**config.mk**
```make
export PLATFORM = sky130hd
export DESIGN_NAME = stream_out_rr_arbiter
export DESIGN_NICKNAME = d
export VERILOG_FILES = /design/src/rtl/stream_out_rr_arbiter.sv
export SDC_FILE = /design/constraint.sdc
export NUM_CORES = 1
export LEC_CHECK = 0
export CORE_AREA = 2 2 582 584
export DETAILED_ROUTE_END_ITERATION = 16
export DIE_AREA = 0 0 584 586
export PLACE_DENSITY = 0.34
export SYNTH_ARGS = -nofsm -noshare
export SYNTH_HDL_FRONTEND = slang
export SYNTH_SLANG_ARGS = --single-unit
export TNS_END_PERCENT = 5
```
**constraint.sdc**
```tcl
create_clock -name clk -period 15.7 [get_ports clk]
set_input_delay 3.14 -clock clk [delete_from_list [all_inputs] [get_ports clk]]
set_output_delay 3.14 -clock clk [all_outputs]
set_load 0.05 [all_outputs]
```
**src/rtl/stream_out_rr_arbiter.sv**
```systemverilog
// stream_out_rr_arbiter: shares one stream_out link between freespace-update
// requests (priority, burst-limited) and output-port FIFO data, round-robin
// within each class; holds the last packet while the router asserts resend.
//
// Ports:
//   clk, reset                 clock, synchronous active-high reset
//   resend                     router back-pressure, re-drive last packet
//   freespace_update           level request per input port
//   packet_from_input_ports    freespace packet per input port (flattened)
//   empty                      FWFT output FIFO empty flags
//   packet_from_output_ports   FWFT head word per output FIFO (flattened)
//   freespace_ack              one-hot 1-cycle grant to an input port
//   outport_sel                one-hot 1-cycle FIFO pop
//   stream_out                 registered packet to the router
//   grant_cnt                  per-requester grant counters (ARB_GRANT_CNT_EN)
//
// Optional feature macro: ARB_GRANT_CNT_EN
module stream_out_rr_arbiter #(
  parameter int PACKET_BITS   = 97,
  parameter int NUM_IN_PORTS  = 7,
  parameter int NUM_OUT_PORTS = 7,
  parameter int MAX_FS_BURST  = 4
) (
  input  logic                                 clk,
  input  logic                                 reset,
  input  logic                                 resend,
  input  logic [NUM_IN_PORTS-1:0]              freespace_update,
  input  logic [PACKET_BITS*NUM_IN_PORTS-1:0]  packet_from_input_ports,
  input  logic [NUM_OUT_PORTS-1:0]             empty,
  input  logic [PACKET_BITS*NUM_OUT_PORTS-1:0] packet_from_output_ports,
  output logic [NUM_IN_PORTS-1:0]              freespace_ack,
  output logic [NUM_OUT_PORTS-1:0]             outport_sel,
`ifdef ARB_GRANT_CNT_EN
  output logic [16*(NUM_IN_PORTS+NUM_OUT_PORTS)-1:0] grant_cnt,
`endif
  output logic [PACKET_BITS-1:0]               stream_out
);

  localparam int FSW = (NUM_IN_PORTS > 1) ? $clog2(NUM_IN_PORTS) : 1;
  localparam int OPW = (NUM_OUT_PORTS > 1) ? $clog2(NUM_OUT_PORTS) : 1;

  typedef enum logic {ARB, HOLD} state_t;

  state_t         state_q, state_d;
  logic [FSW-1:0] fs_ptr, fs_win;
  logic [OPW-1:0] op_ptr, op_win;
  logic [3:0]     fs_burst;
  logic           fs_hit, op_hit;
  logic           data_pending;
  logic           fs_go, op_go;

  // Resend is honoured in the cycle it is seen, so the registered state
  // only tracks whether the link is currently being held.
  always_comb begin
    state_d = state_q;
    case (state_q)
      ARB:     state_d = resend ? HOLD : ARB;
      HOLD:    state_d = resend ? HOLD : ARB;
      default: state_d = ARB;
    endcase
  end

  always_comb begin : fs_pick
    int idx;
    idx    = 0;
    fs_hit = 1'b0;
    fs_win = '0;
    for (int i = 0; i < NUM_IN_PORTS; i++) begin
      idx = (int'(fs_ptr) + i) % NUM_IN_PORTS;
      if (!fs_hit && freespace_update[idx]) begin
        fs_hit = 1'b1;
        fs_win = FSW'(idx);
      end
    end
  end

  always_comb begin : op_pick
    int idx;
    idx    = 0;
    op_hit = 1'b0;
    op_win = '0;
    for (int i = 0; i < NUM_OUT_PORTS; i++) begin
      idx = (int'(op_ptr) + i) % NUM_OUT_PORTS;
      if (!op_hit && !empty[idx]) begin
        op_hit = 1'b1;
        op_win = OPW'(idx);
      end
    end
  end

  assign data_pending = |(~empty);

  // Data gets a slot once the freespace burst limit is reached.
  assign fs_go = !reset && !resend && fs_hit &&
                 ((fs_burst < 4'(MAX_FS_BURST)) || !data_pending);
  assign op_go = !reset && !resend && !fs_go && op_hit;

  assign freespace_ack = fs_go ? (NUM_IN_PORTS'(1) << fs_win) : '0;
  assign outport_sel   = op_go ? (NUM_OUT_PORTS'(1) << op_win) : '0;

  always_ff @(posedge clk) begin
    if (reset) begin
      state_q    <= ARB;
      fs_ptr     <= '0;
      op_ptr     <= '0;
      fs_burst   <= '0;
      stream_out <= '0;
    end else begin
      state_q <= state_d;
      if (!resend) begin
        if (fs_go) begin
          stream_out <= packet_from_input_ports[int'(fs_win)*PACKET_BITS +: PACKET_BITS];
          fs_ptr     <= (fs_win == FSW'(NUM_IN_PORTS-1)) ? '0 : fs_win + 1'b1;
          if (fs_burst != 4'hF)
            fs_burst <= fs_burst + 4'd1;
        end else if (op_go) begin
          stream_out <= packet_from_output_ports[int'(op_win)*PACKET_BITS +: PACKET_BITS];
          op_ptr     <= (op_win == OPW'(NUM_OUT_PORTS-1)) ? '0 : op_win + 1'b1;
          fs_burst   <= '0;
        end else begin
          stream_out <= '0;
        end
      end
    end
  end

`ifdef ARB_GRANT_CNT_EN
  localparam int NREQ = NUM_IN_PORTS + NUM_OUT_PORTS;

  logic [NREQ-1:0] grant_vec;
  assign grant_vec = {outport_sel, freespace_ack};

  // Grants are already masked during HOLD, which freezes the counters.
  always_ff @(posedge clk) begin
    if (reset) begin
      grant_cnt <= '0;
    end else begin
      for (int i = 0; i < NREQ; i++) begin
        if (grant_vec[i] && grant_cnt[i*16 +: 16] != 16'hFFFF)
          grant_cnt[i*16 +: 16] <= grant_cnt[i*16 +: 16] + 16'd1;
      end
    end
  end
`endif

endmodule

```
# Yosys cells after proc, flatten, opt, wreduce, memory -nomap -nowiden
# Cells that the tools add are included.
# totals
reg_bits,107
elab_cells,184
# classes
n_div,14
n_mux,79
mul,2
reduce_logical,44
shifts,4
add_sub_neg,15
n_eq_ne,4
magnitude_cmp,15
bitwise_logic,3
# ops
operator,n
indexed part select 679 x 11 -> 97 bit,2
"< comparator 32 x 5 -> 1 bit, second input constant",14
"remainder unit 32 x 4 -> 32 bit, second input constant",12
2-to-1 mux 97 bit,2
"remainder unit 4 x 4 -> 32 bit, second input constant",2
2-to-1 mux 3 bit,16
binary-select mux 1 bit (select 3 bit),14
2-to-1 mux 1 bit,42
"adder 3 x 3 -> 4 bit, second input constant",6
logical NOT 1 bit,21
"multiplier 3 x 7 -> 10 bit, second input constant",2
logical AND 1 bit,17
"adder 3 x 2 -> 4 bit, second input constant",4
2-to-1 mux 7 bit,2
"left shift 1 x 3 -> 7 bit, first input constant",2
2-to-1 mux 4 bit,3
"adder 3 x 1 -> 4 bit, second input constant",2
NOT 7 bit,1
OR reduction 7 bit,1
"adder 3 x 1 -> 3 bit, second input constant",2
"== test 3 bit, second input constant",2
AND reduction 3 bit,2
"adder 4 x 1 -> 4 bit, second input constant",1
"< comparator 4 x 3 -> 1 bit, second input constant",1
other kinds (6),7

# Depth between registers and ports, before layout
# logic_depth
ltp_word,30
mapped_depth,27
ltp_nobuf,20

# Least setup slack after synthesis
# Ideal clock, no wire load.
# synth_path
path_type,input port to output port
startpoint,input port empty[5]
endpoint,output port outport_sel[0]
t_arrival_ns,7.681
setup_slack_ns,4.879
cell_stages,16
path_buffers,6
cell_sequence,clkbuf_1 mux2i_1 a2111oi_0 o21ai_1 o311ai_1 a2bb2oi_1 nor3b_4 nor4b_4 and2_1 buf_2 a21oi_2 buf_4 buf_6 buf_6 buf_2 nor4_1
# synth_via
elab_chain_len,23
# synth_rtl
element,line,source
start: declaration,29,"input logic [NUM_OUT_PORTS-1:0] empty,"
binary-select mux 1 bit (select 3 bit),84,if (!op_hit && !empty[idx]) begin
2-to-1 mux 1 bit (implied by the code) (2 in a row),84,
logical NOT 1 bit,84,
logical AND 1 bit,84,
2-to-1 mux 1 bit,84,
logical NOT 1 bit,84,
logical AND 1 bit,84,
2-to-1 mux 1 bit,84,
[6 not listed],--,
logical NOT 1 bit,84,
logical AND 1 bit,84,
2-to-1 mux 1 bit,84,
logical NOT 1 bit,84,
logical AND 1 bit,84,
2-to-1 mux 3 bit / 2-to-1 mux 1 bit (equally long branches),84,
left shift 1 x 3 -> 7 bit / logical AND 1 bit (equally long branches),"99, 96",
2-to-1 mux 7 bit *,99,assign outport_sel = op_go ? (NUM_OUT_PORTS'(1) << op_win) : '0;
end: declaration,32,"output logic [NUM_OUT_PORTS-1:0] outport_sel,"
# Mark *: on every way between the ends. The rest lies on a longest branch, timed or not. The select of a mux whose other input is x is not followed.

# Worst setup path in the final report
# layout_path
startpoint,input port empty[5]
endpoint,output port outport_sel[3]
# Same word-level chain as after synthesis.

==> tab_implementation.tex <==
\begin{tabular}{lr}
\hline
Metric & Value \\
\hline
\multicolumn{2}{l}{\textbf{Status}} \\
\quad Status & complete, no violations \\
\multicolumn{2}{l}{\textbf{Yosys}} \\
\quad Adder-Cell Fraction of Synth Area & 0.0286 \\
\quad Number of enable-type register cells in the synthesized netlist & 0 \\
\quad Compound-cell area share of the yosys netlist & 0.323 \\
\quad Sequential share of the synthesized area & 0.0999 \\
\quad Count of cell types in the netlist & 92 \\
\quad Synth warnings & 0 \\
\quad Post-synth top flop & sky130\_fd\_sc\_hd\_\_dfxtp\_1 \\
\quad Seq cells post-synth & 107 \\
\quad Average footprint of a synthesized cell & about 7.4 sq um \\
\quad Mapped cell area & between 0.02 and 0.025 sq mm \\
\quad Largest family of logic cells by synthesized area & compound AO/OA/AOI/OAI gates \\
\quad Simple logic cell fraction of the synthesized area & 0.200 \\
\quad Synthesized-area fraction occupied by xor and xnor cells & 0.0110 \\
\quad Post-Syn Instances & between 2k and 3k \\
\quad Proportion of synthesized flip-flops having asynchronous set or reset & 0 \\
\quad Multiplexer fraction of the synthesized cell area & 0.267 \\
\quad Post-synth net total & 4,330 \\
\multicolumn{2}{l}{\textbf{STA}} \\
\quad Final worst path period need & 12,300 ps \\
\quad Max-slew headroom at the worst pin & 0.122 \\
\quad Slew Viols, Final & 0 \\
\quad Setup repair after global routing missed its margin & no \\
\quad Clock Skew & $\sim$38 ps \\
\quad Total of endpoints with negative setup slack in the final report & 0 \\
\quad Hold violation count in the final report & 0 \\
\quad Total negative setup slack & 0 ps \\
\quad Final period utilization & 0.783 \\
\quad Smallest setup slack after layout & approximately 3400 ps \\
\quad Maximum clock rate & about 81 MHz \\
\quad Worst slew pin tran & 1310 ps \\
\multicolumn{2}{l}{\textbf{Floorplanning}} \\
\quad Total die area & between 0.3 and 0.4 sq mm \\
\quad Num rows & about 210 \\
\quad Horizontal extent of the die & 584 um \\
\quad Num ports & between 1k and 1.5k \\
\quad Initial standard-cell utilization of the core & 0.0639 \\
\quad Core box area & $\sim$0.34 sq mm \\
\quad Die height & around 590 um \\
\multicolumn{2}{l}{\textbf{Pwr}} \\
\quad Static leakage & approximately 0.015 uW \\
\quad Overall power consumption & 7110 uW \\
\quad Ratio of total power to cell area & between 150 and 200 mW/mm\^{}2 \\
\quad Peak VDD IR & just under 0.0002 V \\
\multicolumn{2}{l}{\textbf{Routing}} \\
\quad Drt wl/cell & 36.2 um \\
\quad DR DRC count & 0 \\
\quad DRT Pass-1 Iters & 6 \\
\quad Post-route ant nets & 0 \\
\quad DR iter-0 viols & 2,604 \\
\quad Count of vias placed by the detailed router & 32.4k \\
\quad Vias per cell & about 3.7 \\
\quad Overall routed net length & between 300 and 400 mm \\
\multicolumn{2}{l}{\textbf{Critical path}} \\
\quad Crit path max-delay family & simple AND/OR/NAND/NOR gates \\
\quad Cell-by-cell listing of the critical path & clkdlybuf4s50\_1 -> mux2i\_1 -> a2111oi\_0 -> o21ai\_1 -> o311ai\_1 -> a2bb2oi\_1 -> nor3b\_4 -> nor4b\_4 -> and2\_4 -> a21oi\_4 -> buf\_4 -> and2\_1 -> ha\_1 -> and2\_1 -> clkdlybuf4s50\_1 \\
\quad Data arrival, critical path & between 9000 and 10,000 ps \\
\quad Worst reg2reg startpoint & op\_ptr[1] \\
\quad Delay of the slowest cell on the worst path & $\sim$900 ps \\
\quad Critical Path RT & between 10,000 and 15,000 ps \\
\quad Cell with the biggest individual delay on the critical path & sky130\_fd\_sc\_hd\_\_clkdlybuf4s50\_1 \\
\quad Crit path capture type & output pin \\
\quad Category of the worst setup path launch point & primary input \\
\quad Origin of the worst setup path & empty[5] \\
\quad Critical path type & in -> out \\
\quad Number of buffers and inverters on the critical path & 3 \\
\quad Maximum fanout encountered on the critical timing path & 26 \\
\multicolumn{2}{l}{\textbf{Place}} \\
\quad Pre-CTS WS & 3440 ps \\
\quad Count of buffers inserted at the top-level ports & between 1k and 1.5k \\
\quad DP Wirelength & approximately 280 mm \\
\quad Placed cell area & approximately 0.042 sq mm \\
\quad Weighted congestion reported at the end of routability-driven placement & between 0.9 and 1 \\
\multicolumn{2}{l}{\textbf{Final layout}} \\
\quad Fraction of final layout cells with drive strength greater than 1 & 0.0946 \\
\quad Synthesis-to-layout area growth & 96.4\% \\
\quad Net count reported at finish & $\sim$5.6k \\
\quad Post-Layout Inst Area & roughly 0.042 sq mm \\
\multicolumn{2}{l}{\textbf{Clock network}} \\
\quad H-tree Lvls & 3 \\
\quad Register clock-pin slew on the reported worst setup and hold paths & approximately 90 ps \\
\quad TritonCTS buffer count & 13 \\
\quad CTS Hold Bufs & 0 \\
\quad CTS tree & built \\
\quad Worst-case clock buffer depth & 3 \\
\quad Clock root buffer & sky130\_fd\_sc\_hd\_\_clkbuf\_16 \\
\quad Post-CTS Repair Setup Buffers & 0 \\
\quad Post-cts resize count & 0 \\
\quad Worst-Skew Late Latency & approximately 560 ps \\
\quad Clock sinks & $\sim$110 \\
\multicolumn{2}{l}{\textbf{GRT}} \\
\quad GRT busiest layer & met2 \\
\quad Overall track demand over capacity in global routing & 0.175 \\
\quad Remaining global-route overflow & 0 \\
\quad Met1 track demand over resource & 0.206 \\
\quad Antenna violations before repair & approximately 290 \\
\quad Via count of the first global-routing pass & about 32k \\
\quad GR met3 Demand/Resource & 0.0726 \\
\quad Largest net degree at the start of global routing & 85 \\
\quad GRT met2 Usage & 0.285 \\
\quad First-pass GRT wire length & 380 mm \\
\multicolumn{2}{l}{\textbf{Job}} \\
\quad Maximum capacitance violations & 0 \\
\multicolumn{2}{l}{\textbf{Hold path}} \\
\quad Classification of the worst-slack hold path & reg -> reg \\
\quad Hold path startpoint & stream\_out[95] \\
\hline
\end{tabular}
==> final timing paths <==
| check | to | slack (ps) | cells after the start |
|---|---|---|---|
| worst min register to register | stream_out[95] | 510 | 2 |
| worst max-delay path | outport_sel[3] | 3400 | 15 |
| worst max register to register | stream_out[91] | 6130 | 23 |
| worst min-delay path | stream_out[95] | 510 | 2 |
==> worst min-delay path, stage by stage, from the launching register on <==
cell and delay [ps]:
sky130_fd_sc_hd__dfxtp_1 330, sky130_fd_sc_hd__nor2_1 90, sky130_fd_sc_hd__a211oi_1 50
==> flip-flops by register name (all words and copies together) (netlist names) <==
name / cells
op_ptr: 3
stream_out: 97
fs_burst: 4
fs_ptr: 3
==> stage by stage <==
step | utilization | std cells | hold WS, ps
CTS | 0.125 | 8615 | 508
detailed placement | 0.124 | 8598 | 493
global placement | 0.124 | 8596 | 491
global route | 0.125 | 8643 | 531
floorplan | - | 2906 | 532
finish | 0.125 | 8684 | 511
==> report_power, final <==
group / leakage, uW / total (uW) / internal, uW / switching (uW)
clock: 0.000170 / 351 / 154 / 198
combinational: 0.0135 / 6380 / 2160 / 4230
sequential: 0.000885 / 378 / 337 / 41.1
==> final cells by class <==
type / instances / area, sq um
fillers: 38800 / 294000
inverters: 49 / 191
repair buffers: 1586 / 15700
clock buffers: 13 / 325
well taps: 4407 / 5510
clock inverters: 4 / 32.5
diodes: 69 / 173
flip-flops and latches: 107 / 2140
multi-input cells: 2449 / 18100
==> synthesized netlist by cell type, drive strengths merged, types with 8 or more instances <==
| library cell | instances | share of area |
|---|---|---|
| ha | 49 | 0.029 |
| nor4 | 11 | 0.0035 |
| mux2 | 209 | 0.11 |
| nor3 | 89 | 0.021 |
| a21oi | 70 | 0.017 |
| a221oi | 86 | 0.035 |
| o221ai | 21 | 0.0086 |
| nand2b | 29 | 0.0085 |
| mux2i | 331 | 0.15 |
| clkbuf | 198 | 0.035 |
| xnor2 | 20 | 0.0085 |
| a222oi | 21 | 0.0098 |
| and2 | 20 | 0.0058 |
| a22oi | 62 | 0.022 |
| nand4b | 9 | 0.0037 |
| a2bb2oi | 8 | 0.0033 |
| nor3b | 15 | 0.0060 |
| o21ai | 53 | 0.013 |
| nor2b | 19 | 0.0055 |
| o21bai | 101 | 0.035 |
| nand3 | 202 | 0.047 |
| inv | 46 | 0.0081 |
| dfxtp | 107 | 0.10 |
| and3 | 10 | 0.0029 |
| o2bb2ai | 53 | 0.022 |
| nand2 | 332 | 0.058 |
| a211oi | 38 | 0.014 |
| a21boi | 10 | 0.0035 |
| o211ai | 22 | 0.0077 |
| nand4 | 19 | 0.0055 |
| a211o | 9 | 0.0037 |
| o31ai | 11 | 0.0039 |
| a31oi | 187 | 0.055 |
| a2111oi | 80 | 0.034 |
| nor2 | 119 | 0.021 |
| buf | 103 | 0.026 |
| o22ai | 29 | 0.0085 |
==> cells in the final DEF, fill, tap and decap left out, types with 10 or more instances in the layout <==
cell,netlist,final
sky130_fd_sc_hd__clkdlybuf4s50_1,0,1478
sky130_fd_sc_hd__nand2_1,332,330
sky130_fd_sc_hd__mux2i_1,331,330
sky130_fd_sc_hd__mux2_2,206,206
sky130_fd_sc_hd__nand3_1,202,202
sky130_fd_sc_hd__a31oi_1,187,181
sky130_fd_sc_hd__nor2_1,119,118
sky130_fd_sc_hd__dfxtp_1,107,107
sky130_fd_sc_hd__o21bai_1,101,101
sky130_fd_sc_hd__buf_4,5,98
sky130_fd_sc_hd__a221oi_1,86,86
sky130_fd_sc_hd__nor3_1,88,85
sky130_fd_sc_hd__diode_2,0,69
sky130_fd_sc_hd__a21oi_1,67,66
sky130_fd_sc_hd__a2111oi_0,79,64
sky130_fd_sc_hd__a22oi_1,62,62
sky130_fd_sc_hd__o2bb2ai_1,53,52
sky130_fd_sc_hd__o21ai_0,49,49
sky130_fd_sc_hd__ha_1,49,49
sky130_fd_sc_hd__inv_1,44,44
sky130_fd_sc_hd__a211oi_1,35,35
sky130_fd_sc_hd__nand2b_1,29,29
sky130_fd_sc_hd__o22ai_1,29,28
sky130_fd_sc_hd__o211ai_1,22,22
sky130_fd_sc_hd__o221ai_1,21,21
sky130_fd_sc_hd__a222oi_1,21,21
sky130_fd_sc_hd__nor2b_1,19,19
sky130_fd_sc_hd__xnor2_1,19,19
sky130_fd_sc_hd__nand4_1,19,19
sky130_fd_sc_hd__and2_1,20,17
sky130_fd_sc_hd__nor3b_1,13,13
sky130_fd_sc_hd__clkbuf_16,0,13
sky130_fd_sc_hd__o31ai_1,11,11
sky130_fd_sc_hd__nor4_1,10,10
==> logic make-up after synthesis <==
group,count (synthesis)
AO/OA/AOI/OAI,929
AND/OR/NAND/NOR,902
multiplexers,543
buffers and inverters,350
flip-flops,107
adder cells (fa/ha/maj),49
XOR/XNOR,26
==> layer usage <==
layer | vias to the layer above | part of all wire
met5 | - | 0.0035
met4 | 164 | 0.038
met3 | 503 | 0.10
met2 | 1864 | 0.46
met1 | 15800 | 0.40
li1 | 14100 | -
No activity file was read; power rests on OpenSTA's default activity.
